<file path="src/rtl/den_giao_thong.sv">
// Single-direction traffic light: RED -> GREEN -> YELLOW -> RED, each phase a
// programmable number of seconds, with the seconds remaining shown on two 7-segment digits.
module den_giao_thong #(
  parameter int TICK_DIV    = 40_000_000,
  parameter int RED_TIME    = 30,
  parameter int GREEN_TIME  = 25,
  parameter int YELLOW_TIME = 5
) (
  input  logic       clock,
  input  logic       reset,
  output logic       ledRed,
  output logic       ledGreen,
  output logic       ledYellow,
  output logic [6:0] led7Seg1,
  output logic [6:0] led7Seg0
);

  localparam int              PW         = (TICK_DIV > 1) ? $clog2(TICK_DIV) : 1;
  localparam logic [PW-1:0]   PRESC_MAX  = PW'(TICK_DIV - 1);
  localparam logic [6:0]      RED_CNT    = 7'(RED_TIME);
  localparam logic [6:0]      GREEN_CNT  = 7'(GREEN_TIME);
  localparam logic [6:0]      YELLOW_CNT = 7'(YELLOW_TIME);

  typedef enum logic [1:0] {
    RED    = 2'd0,
    GREEN  = 2'd1,
    YELLOW = 2'd2
  } state_t;

  state_t        state;
  state_t        next_state;
  logic [6:0]    next_len;
  logic [6:0]    cnt;
  logic [PW-1:0] presc;
  logic          tick;
  logic [3:0]    tens;
  logic [3:0]    units;

  // Active-low segments, bit order {g,f,e,d,c,b,a}; non-decimal codes blank the digit.
  function automatic logic [6:0] seg7(input logic [3:0] d);
    case (d)
      4'd0:    seg7 = 7'h40;
      4'd1:    seg7 = 7'h79;
      4'd2:    seg7 = 7'h24;
      4'd3:    seg7 = 7'h30;
      4'd4:    seg7 = 7'h19;
      4'd5:    seg7 = 7'h12;
      4'd6:    seg7 = 7'h02;
      4'd7:    seg7 = 7'h78;
      4'd8:    seg7 = 7'h00;
      4'd9:    seg7 = 7'h10;
      default: seg7 = 7'h7F;
    endcase
  endfunction

  assign tick = (presc == PRESC_MAX);

  always_comb begin
    next_state = RED;
    next_len   = RED_CNT;
    case (state)
      RED:     begin next_state = GREEN;  next_len = GREEN_CNT;  end
      GREEN:   begin next_state = YELLOW; next_len = YELLOW_CNT; end
      YELLOW:  begin next_state = RED;    next_len = RED_CNT;    end
      default: begin next_state = RED;    next_len = RED_CNT;    end
    endcase
  end

  // The phase length is loaded when the count would reach 0, so the display never shows 0.
  always_ff @(posedge clock or negedge reset) begin
    if (!reset) begin
      presc <= '0;
      state <= RED;
      cnt   <= RED_CNT;
    end else begin
      presc <= tick ? '0 : presc + 1'b1;
      case (state)
        RED, GREEN, YELLOW: begin
          if (tick) begin
            if (cnt > 7'd1) begin
              cnt <= cnt - 7'd1;
            end else begin
              state <= next_state;
              cnt   <= next_len;
            end
          end
        end
        default: begin
          state <= RED;
          cnt   <= RED_CNT;
        end
      endcase
    end
  end

  assign ledRed    = (state == RED);
  assign ledGreen  = (state == GREEN);
  assign ledYellow = (state == YELLOW);

  assign tens     = 4'(cnt / 7'd10);
  assign units    = 4'(cnt % 7'd10);
  assign led7Seg1 = seg7(tens);
  assign led7Seg0 = seg7(units);

endmodule

</file>
<file path="config.mk">
export PLATFORM = sky130hd
export DESIGN_NAME = den_giao_thong
export DESIGN_NICKNAME = d
export VERILOG_FILES = /design/src/rtl/den_giao_thong.sv
export SDC_FILE = /design/constraint.sdc
export NUM_CORES = 1
export LEC_CHECK = 0
export ABC_AREA = 1
export CAP_MARGIN = 20
export CORE_MARGIN = 2
export CORE_UTILIZATION = 40
export CTS_CLUSTER_DIAMETER = 60
export DETAILED_ROUTE_END_ITERATION = 7
export GPL_TIMING_DRIVEN = 1
export PLACE_DENSITY = 0.64
export SLEW_MARGIN = 10
export SYNTH_ARGS = -nofsm -noshare
export SYNTH_HDL_FRONTEND = slang
export SYNTH_SLANG_ARGS = --single-unit
</file>
<file path="constraint.sdc">
create_clock -name clock -period 3.1 [get_ports clock]
set_input_delay 0.62 -clock clock [delete_from_list [all_inputs] [get_ports clock]]
set_output_delay 0.62 -clock clock [all_outputs]
set_load 0.01 [all_outputs]
</file>
==> results of run 1 <==
## cells by family after synthesis
kind of cell | count (synthesis) | share of synthesized area, %
adders and majority gates | 16 | 7.201
DFF | 35 | 31.68
AOI/OAI and AO/OA | 44 | 8.731
xor gates and xnor gates | 13 | 4.095
buffers and inverters | 77 | 10.53
and+or+nand+nor | 195 | 37.76
## cell usage after synthesis (2+ instances only)
library cell / instances / area [sq um]
inv_1: 66 / 247.7
nand2_1: 62 / 232.7
nor2_1: 40 / 150.1
dfrtp_1: 31 / 775.7
nand3_1: 26 / 130.1
a21oi_1: 17 / 85.08
ha_1: 16 / 200.2
nand4_1: 16 / 100.1
o21ai_0: 16 / 80.08
nand2_2: 15 / 93.84
xor2_1: 9 / 78.83
nand2_4: 8 / 90.09
nor3_1: 8 / 40.04
inv_2: 6 / 22.52
nor4_1: 6 / 37.54
dfstp_2: 4 / 105.1
xnor2_1: 4 / 35.03
a31oi_1: 3 / 18.77
clkbuf_1: 3 / 11.26
nand3_2: 3 / 30.03
nand3_4: 3 / 52.55
o21a_1: 2 / 15.01
## cell usage in the layout, fill, tap and decap left out, drive strengths merged
cell type / instances
nand2: 86
inv: 73
buf: 57
nor2: 41
nand3: 32
dfrtp: 31
a21oi: 18
nand4: 17
o21ai: 17
ha: 16
xor2: 9
nor3: 9
clkbuf: 8
nor4: 7
xnor2: 4
dfstp: 4
clkdlybuf4s50: 4
a31oi: 3
o21a: 2
clkinv: 1
o41ai: 1
nand3b: 1
nor4b: 1
o31ai: 1
or2: 1
a211oi: 1
o22ai: 1
## where the power goes
part	total (W)	switching (W)	internal, W
Combinational	0.0000104	0.00000843	0.00000192
Sequential	0.000457	0	0.000457
Clock	0.000317	0.000157	0.000160
## registers in the layout, indices dropped and copies added, names as in the netlist
name,cells
cnt,7
state,2
presc,26
## layout make-up
cell class / count / area, sq um
Fill cell: 610 / 3015
Multi-Input combinational cell: 268 / 1896
Sequential cell: 35 / 882.1
Timing Repair Buffer: 61 / 488.0
Inverter: 74 / 295.3
Tap cell: 80 / 100.1
Clock buffer: 8 / 80.08
## worst paths after layout
check | start | endpoint | slack [ns] | cells after the start
max in group asynchronous | reset | cnt[1] | 2.02 | 2
max reg2reg | presc[0] | cnt[6] | 0.55 | 12
min | presc[0] | presc[0] | 0.47 | 1
min in group asynchronous | reset | presc[4] | 0.73 | 2
max | cnt[4] | led7Seg0[3] | -0.43 | 24
min reg2reg | presc[0] | presc[0] | 0.47 | 1
## stage by stage
step | setup WS (ns) | total power [W]
6_report | -0.4315 | 0.0007838
4_1_cts | -0.3509 | 0.0007943
2_1_floorplan | -0.08620 | 0.0004654
3_3_place_gp | -0.4394 | 0.0004765
3_5_place_dp | -0.5223 | 0.0004764
5_1_grt | -0.5541 | 0.0008085
## layer usage
metal / track usage [%] / part of all wire [%] / vias to the layer above
met3: 3.318 / 2.7 / 19
met5: 0 / 0 / -
met4: 7.692 / 2.4 / 0
met1: 21.31 / 43 / 1218
met2: 30.65 / 51 / 44
li1: - / - / 1363
## timing repair
action	4_1_cts	5_1_grt
setup endpoints to repair	14	14
buffers inserted	7	5
resized for setup	98	25
pin swaps	22	10
==> reports/metrics.cfg, run 1 <==
[setup_path]
critPathCaptureType = primary output
cp_slowest_cell = dfstp_2
cpMostUsedCell = nand2_4
critPathKind = reg -> out
crit_path_start_kind = flop
crit_chain = inv_4 > a21oi_4 > nand2_4 > nand2_4 > nand2_2 > nand2_2 > inv_2 > nand2_2 > nand2_4 > nand2_4 > nand2_4 > clkinv_4 > ha_4 > inv_4 > nand3_4 > nand3_4 > nand2_4 > nand2_4 > ha_4 > inv_4 > nand3_4 > nand3_2 > nand2_2 > buf_6
critPathBufInv = 6
cp.required_ns = 2.48
path_max_fanout = 4
worst_ep_arrival_time_ns = 2.91
cpLargestDelayFamily = simple AND/OR/NAND/NOR gates
cp_slowest_stage_delay_ns = 0.58

[sta]
fin_crit_sh_pct = 113.9
timing.fmax_mhz = 283.2
setup_viol = 14
rsz0062_at_grt = true
report.final.hold_viol_count = 0
fin_skew_ns = 0.005244
slew_headroom_pct = 66.90
whs_ns = 0.4671
maxSlewViolCount = 0
fin_crit_ns = 3.531
final.setup.tns_ns = -5.019
tightest_slew_ns = 0.4927
worst_slack_ns = -0.4315

[outcome]
status = finished with violations
violations = setup timing

[drt]
post_drt_wl_per_cell_um = 12.35
vias_per_cell = 5.027
drtIter0Drc = 90
drc = 0
ant_nets = 0
wirelength_mm = 6.497
first_pass_iters = 4
num_vias = 2644

[synthesis]
synth_ff_type = dfrtp_1
synth-edff-count = 0
synth-seq-area-share_pct = 31.68
mappedNetlistNets = 398
async_reset_ff_share_pct = 100.0
post_synth.cell_area_avg_sq_um = 7.316
synth_area_sq_mm = 0.002780
ys_ff_latch = 35
synthCells = 380
synth-warning-count = 0
synth.distinct_cells = 38

[placement]
place_area_sq_mm = 0.003356
gp_congestion = 0.8464
place_inst = 506
port_buffers = 18
hpwlAfterDp_mm = 4.610

[global_routing]
track_usage_pct = 17.71
grt_overflow = 0
grt_pass1_vias = 2581
grt_max_degree = 36
grt_pass1_wl_mm = 10.97
antenna_found_initial = 0

[cts]
ctsHoldBuffers = 0
htreeDepth = 2
tritoncts = yes
clock_latency_ns = 0.29
cts_max_path_buffers = 2
cts_root_buffer = clkbuf_8
cts-buffers-inserted = 5
path_clk_slew_ns = 0.07
clkSinkCount = 35

[floorplanning]
dieWidth_um = 87.37
fp.dieArea_sq_mm = 0.007634
boundaryPins = 19
die_h_um = 87.37
initial_core_util_pct = 41.15
rows = 30
core_region_area_sq_mm = 0.006756

[hold_path]
hold_class = reg -> reg

[final_layout]
post-route-util_pct = 55.37
design_area_sq_mm = 0.003741
num_antenna_cells = 0
areaGrowthSynthToFinish_pct = 34.56
layout-drive-gt1-share_pct = 34.30
nets = 463
layoutNonFillerInstCount = 526

[power_and_ir_drop]
powerDensity_mw_per_mm2 = 209.5
leakagePower_nw = 1.917
vdd_drop_max_mv = 0.2169

[job]
drv_cap = 0

Power figures use the tool's default switching activity.
==> inputs of run 2 (changes only) <==
--- a/config.mk
+++ b/config.mk
@@ -9,6 +9,7 @@
 export CAP_MARGIN = 20
 export CORE_MARGIN = 2
 export CORE_UTILIZATION = 40
+export CTS_BUF_LIST = sky130_fd_sc_hd__clkbuf_4 sky130_fd_sc_hd__clkbuf_8
 export CTS_CLUSTER_DIAMETER = 60
 export DETAILED_ROUTE_END_ITERATION = 7
 export GPL_TIMING_DRIVEN = 1
==> run 2 against run 1 <==
  * The flow still finishes with violations (setup timing)
  * Sequential share of layout area fell by 0.071 points
  * Combinational power about the same
  * Power is 3.4% higher
==> reports/metrics.cfg, run 2 (synthesis results as in run 1) <==
[outcome]
status = finished with violations
violations = setup timing

[drt]
post_drt_wl_per_cell_um = 12.32
num_vias = 2633
ant_nets = 0
drc = 0
vias_per_cell = 5.006
wirelength_mm = 6.479
first_pass_iters = 4
drtIter0Drc = 92

[final_layout]
mostFrequentLayoutCells = inv_1 (60), nand2_1 (50), buf_4 (40)
nets = 463
largest_register = presc
largest_register_ffs = 26
layoutNonFillerInstCount = 526
areaGrowthSynthToFinish_pct = 34.97
num_antenna_cells = 0
largestRegisters = presc (26), cnt (7), state (2)
design_area_sq_mm = 0.003752
fillers = 608
layout-drive-gt1-share_pct = 34.98
final_common_cell = inv_1

[cts]
path_clk_slew_ns = 0.07
tritoncts = yes
cts-buffers-inserted = 5
clock_latency_ns = 0.29
clkSinkCount = 35
ctsHoldBuffers = 0
cts_root_buffer = clkbuf_8
cts_max_path_buffers = 2
htreeDepth = 2

[power_and_ir_drop]
seq_power_share_pct = 56.4
p_switching_w = 0.0001656
p_clk_share_pct = 42.3
leakagePower_nw = 1.927
p_sw_share_pct = 20.44
vdd_drop_max_mv = 0.2167
p_int_w = 0.0006446
combPwrFrac_pct = 1.3
powerDensity_mw_per_mm2 = 215.9

[placement]
gp_congestion = 0.8464
hpwlAfterDp_mm = 4.610
place_area_sq_mm = 0.003356
port_buffers = 18
place_inst = 506

[setup_path]
setup.worst_path.end = led7Seg0[3]
cp.required_ns = 2.48
path_max_fanout = 4
critPathKind = reg -> out
r2r_cells = 12
r2r_slack_ns = 0.55
startpoint = cnt[4]
r2r-start = presc[0]
worst_ep_arrival_time_ns = 2.91
rr_endpoint = cnt[6]
crit_path_start_kind = flop
critPathCaptureType = primary output

[global_routing]
grt_max_degree = 36
antenna_found_initial = 0
grt_pass1_wl_mm = 10.97
track_usage_pct = 17.71
grt_overflow = 0
grt_pass1_vias = 2581

[sta]
fin_skew_ns = 0.005136
tightest_slew_ns = 0.4707
slew_headroom_pct = 68.38
report.final.hold_viol_count = 0
fin_crit_sh_pct = 113.9
whs_ns = 0.4669
rsz0062_at_grt = true
maxSlewViolCount = 0
setup_viol = 14
worst_slack_ns = -0.4313
timing.fmax_mhz = 283.2
fin_crit_ns = 3.531

[floorplanning]
fp.dieArea_sq_mm = 0.007634
die_h_um = 87.37
core_region_area_sq_mm = 0.006756
dieWidth_um = 87.37
boundaryPins = 19
rows = 30
initial_core_util_pct = 41.15

[hold_path]
whs_path_depth = 1
hold_class = reg -> reg

[job]
drv_cap = 0

[run 2: cell counts in the layout (fill, tap and decap cells not counted)]
No cell type changed its count.
[run 2: cell type report]
cell class | instances | area (sq um) | share of cell area, %
flip-flops and latches | 35 | 882.1 | 23.51
well taps | 80 | 100.1 | 2.668
repair buffers | 61 | 488.0 | 13.00
clock buffers | 8 | 91.34 | 2.434
inverters | 74 | 295.3 | 7.869
multi-input cells | 268 | 1896 | 50.52
[run 2: power by group through the flow]
stage	clock (W)	sequential, W	combinational, W
after floorplan	0	0.000465	0.00000000111
after global placement	0	0.000465	0.0000113
final	0.000343	0.000457	0.0000104
after detailed placement	0	0.000465	0.0000112
after CTS	0.000353	0.000457	0.0000112
after global routing	0.000365	0.000457	0.0000129
[run 2: per-stage QoR]
step	util [%]	power (W)	setup WS, ns	TNS (ns)
floorplan	-	0.0004654	-0.08620	-0.2974
global placement	49.67	0.0004765	-0.4394	-5.441
detailed placement	49.67	0.0004764	-0.5223	-6.552
CTS	53.11	0.0008211	-0.3509	-4.203
global route	55.54	0.0008344	-0.5541	-6.906
finish	55.54	0.0008102	-0.4313	-5.016
[run 2: timing repair]
action                     in CTS  in global routing
gates resized for setup        98                 25
buffers inserted                7                  5
gates cloned                    0                  0
pin swaps                      22                 10
setup endpoints to repair      14                 14
[run 2: routing by layer]
metal,vias up,wire (um),track usage (%)
met2,41,3356,30.65
met1,1213,2806,21.31
li1,1362,-,-
met5,-,0,0
met4,0,142,7.692
met3,17,175,3.318
[run 2: critical path, stage by stage (launching register included)]
cell      delay, ns
dfstp_2        0.58
inv_4          0.06
a21oi_4        0.18
nand2_4        0.10
nand2_4        0.08
nand2_2        0.05
nand2_2        0.08
inv_2          0.04
nand2_2        0.08
nand2_4        0.06
nand2_4        0.06
nand2_4        0.05
clkinv_4       0.04
ha_4           0.12
inv_4          0.04
nand3_4        0.07
nand3_4        0.12
nand2_4        0.11
nand2_4        0.07
ha_4           0.28
inv_4          0.03
nand3_4        0.06
nand3_2        0.07
nand2_2        0.06
buf_6          0.09
[run 2: worst min path at each step]
stage | start | to | slack (ns)
CTS | presc[0] | presc[0] | 0.48
floorplan | reset | cnt[0] | 0.32
finish | presc[0] | presc[0] | 0.47
global route | presc[0] | presc[0] | 0.49
global placement | presc[0] | presc[0] | 0.46
detailed placement | presc[0] | presc[0] | 0.46
